**config.mk**
```make
export PLATFORM = sky130hd
export DESIGN_NAME = switch_input_conditioner
export DESIGN_NICKNAME = d
export VERILOG_FILES = /design/src/rtl/switch_input_conditioner_pkg.sv /design/src/rtl/switch_input_conditioner_debounce_bit.sv /design/src/rtl/switch_input_conditioner.sv
export SDC_FILE = /design/constraint.sdc
export NUM_CORES = 1
export LEC_CHECK = 0
export ABC_AREA = 1
export CORE_MARGIN = 1
export CORE_UTILIZATION = 61
export DETAILED_ROUTE_END_ITERATION = 10
export HOLD_SLACK_MARGIN = 0.02
export PLACE_DENSITY = 0.86
export SYNTH_ARGS = -nofsm -noshare
export SYNTH_HDL_FRONTEND = slang
export SYNTH_SLANG_ARGS = --single-unit
```
**constraint.sdc**
```tcl
create_clock -name clk -period 7.2 [get_ports clk]
set_input_delay 1.44 -clock clk [delete_from_list [all_inputs] [get_ports clk]]
set_output_delay 1.44 -clock clk [all_outputs]
set_load 0.02 [all_outputs]
```
**src/rtl/switch_input_conditioner_pkg.sv**
```systemverilog
// Purpose : shared types and constants for the switch input conditioner.
// Latency : n/a (declarations only).
// Backpressure: n/a.
//
// Holds the capture FSM state encoding, the default debounce timing and the
// debounce window geometry used by both the per-bit debouncer and the top.
package switch_input_conditioner_pkg;

    // Capture FSM states. The encoding is fixed so the single state flop reads
    // directly as "a snapshot is being held".
    typedef enum logic {
        ST_IDLE = 1'b0,
        ST_FULL = 1'b1
    } cap_state_t;

    // 10 ms sample period at a 100 MHz core clock.
    localparam int DB_TICK_DEFAULT = 1_000_000;

    // Tick counter width; 2**20 covers the default tick period.
    localparam int CNT_W_DEFAULT   = 20;

    // A debounced bit changes only after this many consecutive equal samples.
    localparam int DB_WIN          = 3;

    // Samples that must be remembered between ticks: the window minus the
    // sample being taken right now.
    localparam int DB_HIST         = DB_WIN - 1;

endpackage : switch_input_conditioner_pkg

```
**src/rtl/switch_input_conditioner_debounce_bit.sv**
```systemverilog
// Purpose : synchronise and debounce one raw, asynchronous input pin.
// Latency : 2 cycles of sync, then 3 sample ticks of a steady level before db moves.
// Backpressure: none; free-running, sampled only when tick is high.
//
// Ports
//   clk   in  core clock, all state on posedge
//   rst   in  asynchronous active-high reset, clears every flop
//   tick  in  one-cycle sample strobe from the shared tick counter
//   raw   in  raw pin, asynchronous to clk
//   db    out debounced level (registered)
module switch_input_conditioner_debounce_bit
    import switch_input_conditioner_pkg::*;
(
    input  logic clk,
    input  logic rst,
    input  logic tick,
    input  logic raw,
    output logic db
);

    // Two-flop synchroniser; only sync2_q is used downstream.
    logic sync1_q;
    logic sync1_d;
    logic sync2_q;
    logic sync2_d;

    // Previous tick samples. Together with the current synchronised value
    // they form the 3-sample window {older, old, now}.
    logic [DB_HIST-1:0] hist_q;
    logic [DB_HIST-1:0] hist_d;

    logic db_q;
    logic db_d;

    logic [DB_WIN-1:0] win;

    always_comb begin
        sync1_d = raw;
        sync2_d = sync1_q;
        win     = {hist_q, sync2_q};
        hist_d  = hist_q;
        db_d    = db_q;

        if (tick) begin
            // Shift the current sample in; the oldest one drops out.
            hist_d = win[DB_HIST-1:0];
            // Only a full window of agreement moves the output; any mix holds,
            // so a glitch shorter than one tick period can never flip db.
            if (&win) begin
                db_d = 1'b1;
            end else if (~|win) begin
                db_d = 1'b0;
            end
        end
    end

    always_ff @(posedge clk or posedge rst) begin
        if (rst) begin
            sync1_q <= 1'b0;
            sync2_q <= 1'b0;
            hist_q  <= '0;
            db_q    <= 1'b0;
        end else begin
            sync1_q <= sync1_d;
            sync2_q <= sync2_d;
            hist_q  <= hist_d;
            db_q    <= db_d;
        end
    end

    assign db = db_q;

endmodule : switch_input_conditioner_debounce_bit

```
**src/rtl/switch_input_conditioner.sv**
```systemverilog
// Purpose : debounce 16 switches + confirm button; latch a switch snapshot per press.
// Latency : raw->sw_live 2 cycles + 3 ticks; press->snapshot 1 cycle after button db rises.
// Backpressure: none; an unacknowledged snapshot is overwritten and flagged via overrun.
//
// Ports
//   clk              in   core clock, all state on posedge
//   rst              in   asynchronous active-high reset
//   sw_raw           in   WIDTH raw switch pins, asynchronous
//   btn_raw          in   raw confirm button, 1 = pressed, asynchronous
//   rd_ack           in   one-cycle pulse: CPU has consumed the snapshot
//   io_rdata_switch  out  WIDTH captured snapshot, feeds the data memory switch read port
//   sw_live          out  WIDTH debounced live switch value
//   data_valid       out  snapshot held and not yet acknowledged
//   overrun          out  sticky: a snapshot was replaced before being acknowledged
module switch_input_conditioner
    import switch_input_conditioner_pkg::*;
#(
    parameter int WIDTH   = 16,
    parameter int DB_TICK = DB_TICK_DEFAULT,
    parameter int CNT_W   = CNT_W_DEFAULT
) (
    input  logic             clk,
    input  logic             rst,
    input  logic [WIDTH-1:0] sw_raw,
    input  logic             btn_raw,
    input  logic             rd_ack,
    output logic [WIDTH-1:0] io_rdata_switch,
    output logic [WIDTH-1:0] sw_live,
    output logic             data_valid,
    output logic             overrun
);

    localparam logic [CNT_W-1:0] TICK_LAST = CNT_W'(DB_TICK - 1);

    // ------------------------------------------------------------------
    // Shared sample tick: counter runs 0..DB_TICK-1, tick on the last count.
    // ------------------------------------------------------------------
    logic [CNT_W-1:0] cnt_q;
    logic [CNT_W-1:0] cnt_d;
    logic             tick;

    always_comb begin
        tick  = (cnt_q == TICK_LAST);
        cnt_d = tick ? '0 : cnt_q + CNT_W'(1);
    end

    // ------------------------------------------------------------------
    // Per-pin debouncers. The button rides in the top bit so all WIDTH+1
    // inputs share one generate loop and one tick.
    // ------------------------------------------------------------------
    logic [WIDTH:0] raw_all;
    logic [WIDTH:0] db_all;

    assign raw_all = {btn_raw, sw_raw};

    for (genvar i = 0; i < WIDTH + 1; i++) begin : g_db
        switch_input_conditioner_debounce_bit u_db (
            .clk  (clk),
            .rst  (rst),
            .tick (tick),
            .raw  (raw_all[i]),
            .db   (db_all[i])
        );
    end

    logic btn_db;
    assign btn_db  = db_all[WIDTH];
    assign sw_live = db_all[WIDTH-1:0];

    // ------------------------------------------------------------------
    // Press detect: rising edge of the debounced button. A held button
    // produces a single press; release produces none.
    // ------------------------------------------------------------------
    logic btn_prev_q;
    logic btn_prev_d;
    logic press;

    always_comb begin
        btn_prev_d = btn_db;
        press      = btn_db & ~btn_prev_q;
    end

    // ------------------------------------------------------------------
    // Capture FSM. All outputs are flops so the data memory sees clean,
    // glitch-free values.
    // ------------------------------------------------------------------
    cap_state_t       state_q;
    cap_state_t       state_d;
    logic [WIDTH-1:0] rdata_q;
    logic [WIDTH-1:0] rdata_d;
    logic             valid_q;
    logic             valid_d;
    logic             overrun_q;
    logic             overrun_d;

    always_comb begin
        state_d   = state_q;
        rdata_d   = rdata_q;
        valid_d   = valid_q;
        overrun_d = overrun_q;

        case (state_q)
            ST_IDLE: begin
                // rd_ack with nothing held is meaningless and ignored.
                if (press) begin
                    // sw_live is the value before this edge's debounce update.
                    rdata_d = sw_live;
                    valid_d = 1'b1;
                    state_d = ST_FULL;
                end
            end
            ST_FULL: begin
                if (press && rd_ack) begin
                    // Old snapshot consumed and a new one taken on the same
                    // edge: nothing was lost, so overrun clears.
                    rdata_d   = sw_live;
                    valid_d   = 1'b1;
                    overrun_d = 1'b0;
                end else if (press) begin
                    rdata_d   = sw_live;
                    overrun_d = 1'b1;
                end else if (rd_ack) begin
                    // Snapshot value stays visible after the ack.
                    valid_d   = 1'b0;
                    overrun_d = 1'b0;
                    state_d   = ST_IDLE;
                end
            end
            default: begin
                state_d = ST_IDLE;
            end
        endcase
    end

    // ------------------------------------------------------------------
    // State registers.
    // ------------------------------------------------------------------
    always_ff @(posedge clk or posedge rst) begin
        if (rst) begin
            cnt_q      <= '0;
            btn_prev_q <= 1'b0;
            state_q    <= ST_IDLE;
            rdata_q    <= '0;
            valid_q    <= 1'b0;
            overrun_q  <= 1'b0;
        end else begin
            cnt_q      <= cnt_d;
            btn_prev_q <= btn_prev_d;
            state_q    <= state_d;
            rdata_q    <= rdata_d;
            valid_q    <= valid_d;
            overrun_q  <= overrun_d;
        end
    end

    assign io_rdata_switch = rdata_q;
    assign data_valid      = valid_q;
    assign overrun         = overrun_q;

endmodule : switch_input_conditioner

```
* Word-level counts from Yosys, hierarchy flattened
Cells that the tools add are included. W data, S select, Z words.
Cells by class: reduce and logical (&&, ||, !) cells 55, mux-type cells 50, add/sub/neg operators 1, bitwise gates (word level) 3, equal/unequal tests 21
Operator list (count):
- $reduce_and A3 Y1 | 18
- $reduce_or A3 Y1 | 17
- $mux W1 | 44
- $reduce_and A2 Y1 | 18
- $ne A2 B1 Y1 const B | 17
- $mux W16 | 2
- $pmux W16 S2 | 1
- $add A20 B1 Y20 const B | 1
- $eq A20 B20 Y1 const B | 1
- $mux W20 | 1
- $ne A3 B2 Y1 const B | 2
- $pmux W1 S2 | 2
- $reduce_bool A3 Y1 | 1
- $ne A2 B2 Y1 const B | 1
- $not A1 Y1 | 2
- $and A1 B1 Y1 | 1
- $logic_and A1 B1 Y1 | 1
Word-level totals: output and inout bits 34, register bits after elaboration 125

* Logic depth before layout (Yosys ltp)
depth in word-level cells 5, depth in mapped cells 9, gate-level depth less buffers 8

* Hierarchy
Synthesis repeated with hierarchy kept, for this count alone.
Unflattened totals: cells, all modules 553, area total of the unflattened synthesis 5071.1 µm²
By module, submodules not included:
- switch_input_conditioner_debounce_bit | cells each 18, times used 17, area an instance 181.4 µm²
- switch_input_conditioner | cells each 247, times used 1, area an instance 1986.9 µm²

* Worst setup path before layout
OpenSTA, ideal clock, no wires.
kind reg2out, start point register g_db[0].u_db.db_q, end point output port sw_live[0], required time 5760 ps, slack 5243 ps, data arrival time 517 ps, path buffers 1, cell stages (with the launch flop) 2, cells stage by stage dfrtp_1 buf_4
RTL lines:
- start, declared | line switch_input_conditioner_debounce_bit.sv:32 | logic db_q;
- start signal, assigned | line switch_input_conditioner_debounce_bit.sv:62 | db_q <= 1'b0;
- start signal, assigned | line switch_input_conditioner_debounce_bit.sv:67 | db_q <= db_d;
- end, declared | line switch_input_conditioner.sv:28 | output logic [WIDTH-1:0] sw_live,
No word-level cell between the ends.

* Worst setup path in the final report
start point register cnt_q[0], end point register g_db[4].u_db.hist_q[1]
Between the ends: longest elaborated chain between the ends 1
Ends and longest elaborated chain:
- start, declared | line switch_input_conditioner.sv:38 | logic [CNT_W-1:0] cnt_q;
- start signal, assigned | line switch_input_conditioner.sv:147 | cnt_q <= cnt_d;
- $eq A20 B20 Y1 | line switch_input_conditioner.sv:43 | tick = (cnt_q == TICK_LAST);
- end signal, assigned | line switch_input_conditioner_debounce_bit.sv:66 | hist_q <= hist_d;
- end, declared | line switch_input_conditioner_debounce_bit.sv:29 | logic [DB_HIST-1:0] hist_q;
No other way between the ends. A chain may end at the register's enable or synchronous reset.

==> flow_summary.yaml <==
global_routing:
  grt_use_total_pct: 29.9
  grt_pass1_vias: 4211
  grt_max_degree: 79
  grt_pass1_wl_mm: 20.1
  grt.overflow.total: 0
  antenna_found_initial: 0
critical_path:
  crit_end: "g_db[4].u_db.hist_q[1]$_DFFE_PP0N_"
  end_kind: "flip-flop"
  cp.required_ps: 7610
  crit_family: "simple AND/OR/NAND/NOR gates"
  ff2ff_path_depth: 6
  r2r_start: "cnt_q[0]$_DFF_PP0_"
  path_buf_inv: 0
  worst_r2r_endpoint: "g_db[4].u_db.hist_q[1]$_DFFE_PP0N_"
  critPathLaunch: "cnt_q[0]$_DFF_PP0_"
  crit_path_cell_trace: "ha_1 -> nand3_1 -> nor2_4 -> nand2_1 -> nand2_1 -> nand2_1"
  path_depth: 6
  cpMostUsedCell: "nand2_1"
  cp.arrival_ps: 3520
  cpPeakStageDelay_ps: 960
  cp_max_fo: 52
  crit_type: "reg2reg"
  cp-start-kind: "flip-flop"
  crit_path_top_delay_cell: "nor2_4"
  rrSetupSlack_ps: 4100
logic_synthesis:
  muxShareOfSynthArea_pct: 0
  synth.top_cell.area_share_pct: 59.0
  synth_most_common_cell: "nand2_1"
  syn_area_per_cell_um2: 9.14
  synth_top_family_by_area: "simple AND/OR/NAND/NOR gates"
  synth_area_leaders: "dfrtp_1 59%, nand2_1 14%, nand4_1 6.6%, buf_4 3.1%, nor2_1 2.8%"
  synth_compound_area_share_pct: 0.991
  async_flop_share_pct: 100
  ys_ff_latch: 125
  synth_ff_type: "dfrtp_1"
  synthCells: 580
  syn_area_um2: 5300
  syn_nets: 601
  yosysTopAreaCell: "dfrtp_1"
  synth_fa_ha_area_share_pct: 0.236
  yosysSeqAreaShare_pct: 59.0
  ys_types: 27
  yosys-top-cells-count: "203 x nand2_1, 125 x dfrtp_1, 56 x nand4_1"
  yosys_warnings: 0
  synth-simple-area-share_pct: 30.4
  synth-edff-count: 0
  synth-xor-area-share_pct: 1.82
hold_path:
  hold_class: "reg2reg"
  hold_path_depth: 0
run:
  drv_cap: 0
layout:
  drive_above_1_share_pct: 7.31
  regArea_um2: 3130
  diodes: 0
  utilization_pct: 76.1
  area_growth_pct: 19.1
  fillCellCount: 510
  multi_input_comb_area_um2: 1770
  num-nets-final: 637
sta:
  fin_crit_sh_pct: 43.1
  rsz0062_at_grt: "no"
  clock_skew_ps: 9.26
  slew_viol_final: 0
  finalCriticalPeriod_ps: 3100
  finalHoldViolCount: 0
  fmax_mhz: 322
  relSlewSlack_pct: 23.2
  setup_tns_ps: 0
  tightestPinTransition_ps: 1150
  setup_viol: 0
place:
  post-dp-hpwl_mm: 6.91
  gp_congestion: 0.884
  io_buffers: 53
clock_tree:
  cts_tree: "yes"
  cts_resized: 0
  ctsHoldBuffers: 0
  postCtsSetupRepairBufs: 0
  path_clk_slew_ps: 60
  htreeDepth: 4
  cts-root-buf: "clkbuf_8"
  clock-sinks: 125
  cts_buffers: 17
  insertion_delay_ps: 530
  cts_buffer_depth: 2
status:
  status: "finished clean"
drt:
  first_pass_iters: 5
  via_count: 4285
  routed_wirelength_mm: 12.3
  wl_per_cell_um: 16.8
  drc_errors: 0
  dr.first_iter.drc_count: 411
  ant_nets: 0
  vias_per_cell: 5.84
floorplanning:
  rows: 33
  dieArea_um2: 9070
  die_x_um: 95.2
  core_um2: 8300
  die_y_um: 95.2
  ios: 54
  start_util_pct: 63.9
power:
  powerDensity_nw_per_um2: 249
  leakage_nw: 3.21
  vdd_drop_max_mv: 0.186
-- sequential cells by signal, summed over array words and instances, names as in the netlist --
signal             flops
state_q                1
g_db.u_db.sync1_q     17
io_rdata_switch       16
g_db.u_db.sync2_q     17
cnt_q                 20
data_valid             1
g_db.u_db.hist_q      34
overrun                1
g_db.u_db.db          17
btn_prev_q             1
-- kinds of logic (layout without fill, tap and decap cells) --
| group | Yosys count | after routing |
|---|---|---|
| simple gates | 355 | 355 |
| compound gates | 9 | 9 |
| buf+inv | 79 | 128 |
| fa+ha+maj | 1 | 1 |
| flops | 125 | 125 |
| xor+xnor | 11 | 11 |
-- where the power goes --
group / leakage, nW / total (W) / switching (W) / internal [W]
clock network: 0.278 / 0.000828 / 0.000314 / 0.000513
logic: 1.28 / 0.0000270 / 0.0000163 / 0.0000107
registers: 1.65 / 0.000720 / 0.00000693 / 0.000713
-- metal layers --
layer	up-vias	GRT usage [%]	wire, µm
li1	1935	-	-
met1	2068	37.9	4940
met2	230	47.9	6120
met3	52	9.01	929
met4	0	12.2	357
met5	-	0	0
-- how the worst min path moves through the flow --
| stage | start | endpoint | slack, ps |
|---|---|---|---|
| after global routing | g_db[2].u_db.sync1_q$_DFF_PP0_ | g_db[2].u_db.sync2_q$_DFF_PP0_ | 360 |
| after CTS | g_db[14].u_db.sync1_q$_DFF_PP0_ | g_db[14].u_db.sync2_q$_DFF_PP0_ | 350 |
| after floorplan | g_db[0].u_db.sync1_q$_DFF_PP0_ | g_db[0].u_db.sync2_q$_DFF_PP0_ | 330 |
| after detailed placement | g_db[14].u_db.sync1_q$_DFF_PP0_ | g_db[14].u_db.sync2_q$_DFF_PP0_ | 330 |
| after global placement | g_db[7].u_db.sync1_q$_DFF_PP0_ | g_db[7].u_db.sync2_q$_DFF_PP0_ | 330 |
| final | g_db[14].u_db.sync1_q$_DFF_PP0_ | g_db[14].u_db.sync2_q$_DFF_PP0_ | 340 |
-- layout by cell type (no fill, tap or decap) --
| master | n |
|---|---|
| a21oi_1 | 3 |
| clkbuf_1 | 1 |
| buf_4 | 1 |
| nand2_1 | 203 |
| nor2_1 | 39 |
| dfrtp_1 | 125 |
| nand2_2 | 1 |
| nor2_8 | 1 |
| clkbuf_16 | 16 |
| clkinv_2 | 2 |
| inv_6 | 3 |
| o21ai_0 | 3 |
| nor2_4 | 3 |
| o21bai_1 | 2 |
| inv_1 | 37 |
| nand4_4 | 1 |
| xor2_1 | 9 |
| clkinvlp_4 | 3 |
| xnor2_1 | 2 |
| nor2_2 | 3 |
| ha_1 | 1 |
| nand3_1 | 28 |
| clkbuf_8 | 3 |
| nand3_4 | 1 |
| bufinv_16 | 2 |
| clkinv_1 | 1 |
| and2_1 | 1 |
| inv_4 | 1 |
| nor3_1 | 18 |
| clkdlybuf4s50_1 | 53 |
| nand4_1 | 56 |
| inv_2 | 3 |
| o21a_1 | 1 |
| clkinv_4 | 2 |
-- per-stage QoR --
| step | power [W] | std cells | cell area, µm² | hold slack, ps | setup WS (ps) |
|---|---|---|---|---|---|
| after global placement | 0.000757 | 702 | 5730 | 331 | 3990 |
| final | 0.00157 | 734 | 6310 | 344 | 4100 |
| after CTS | 0.00158 | 734 | 6310 | 346 | 4160 |
| after global routing | 0.00161 | 734 | 6310 | 356 | 3930 |
| after detailed placement | 0.000759 | 702 | 5730 | 335 | 3940 |
| after floorplan | 0.000741 | 580 | 5300 | 331 | 2430 |
-- cell type report --
type,instances,area share (%)
Clock buffer,20,7.06
Clock inverter,12,2.16
Inverter,42,2.54
Multi-Input combinational cell,376,28.1
Sequential cell,125,49.5
Tap cell,105,2.08
Timing Repair Buffer,54,8.52
Power figures use the tool's default switching activity.
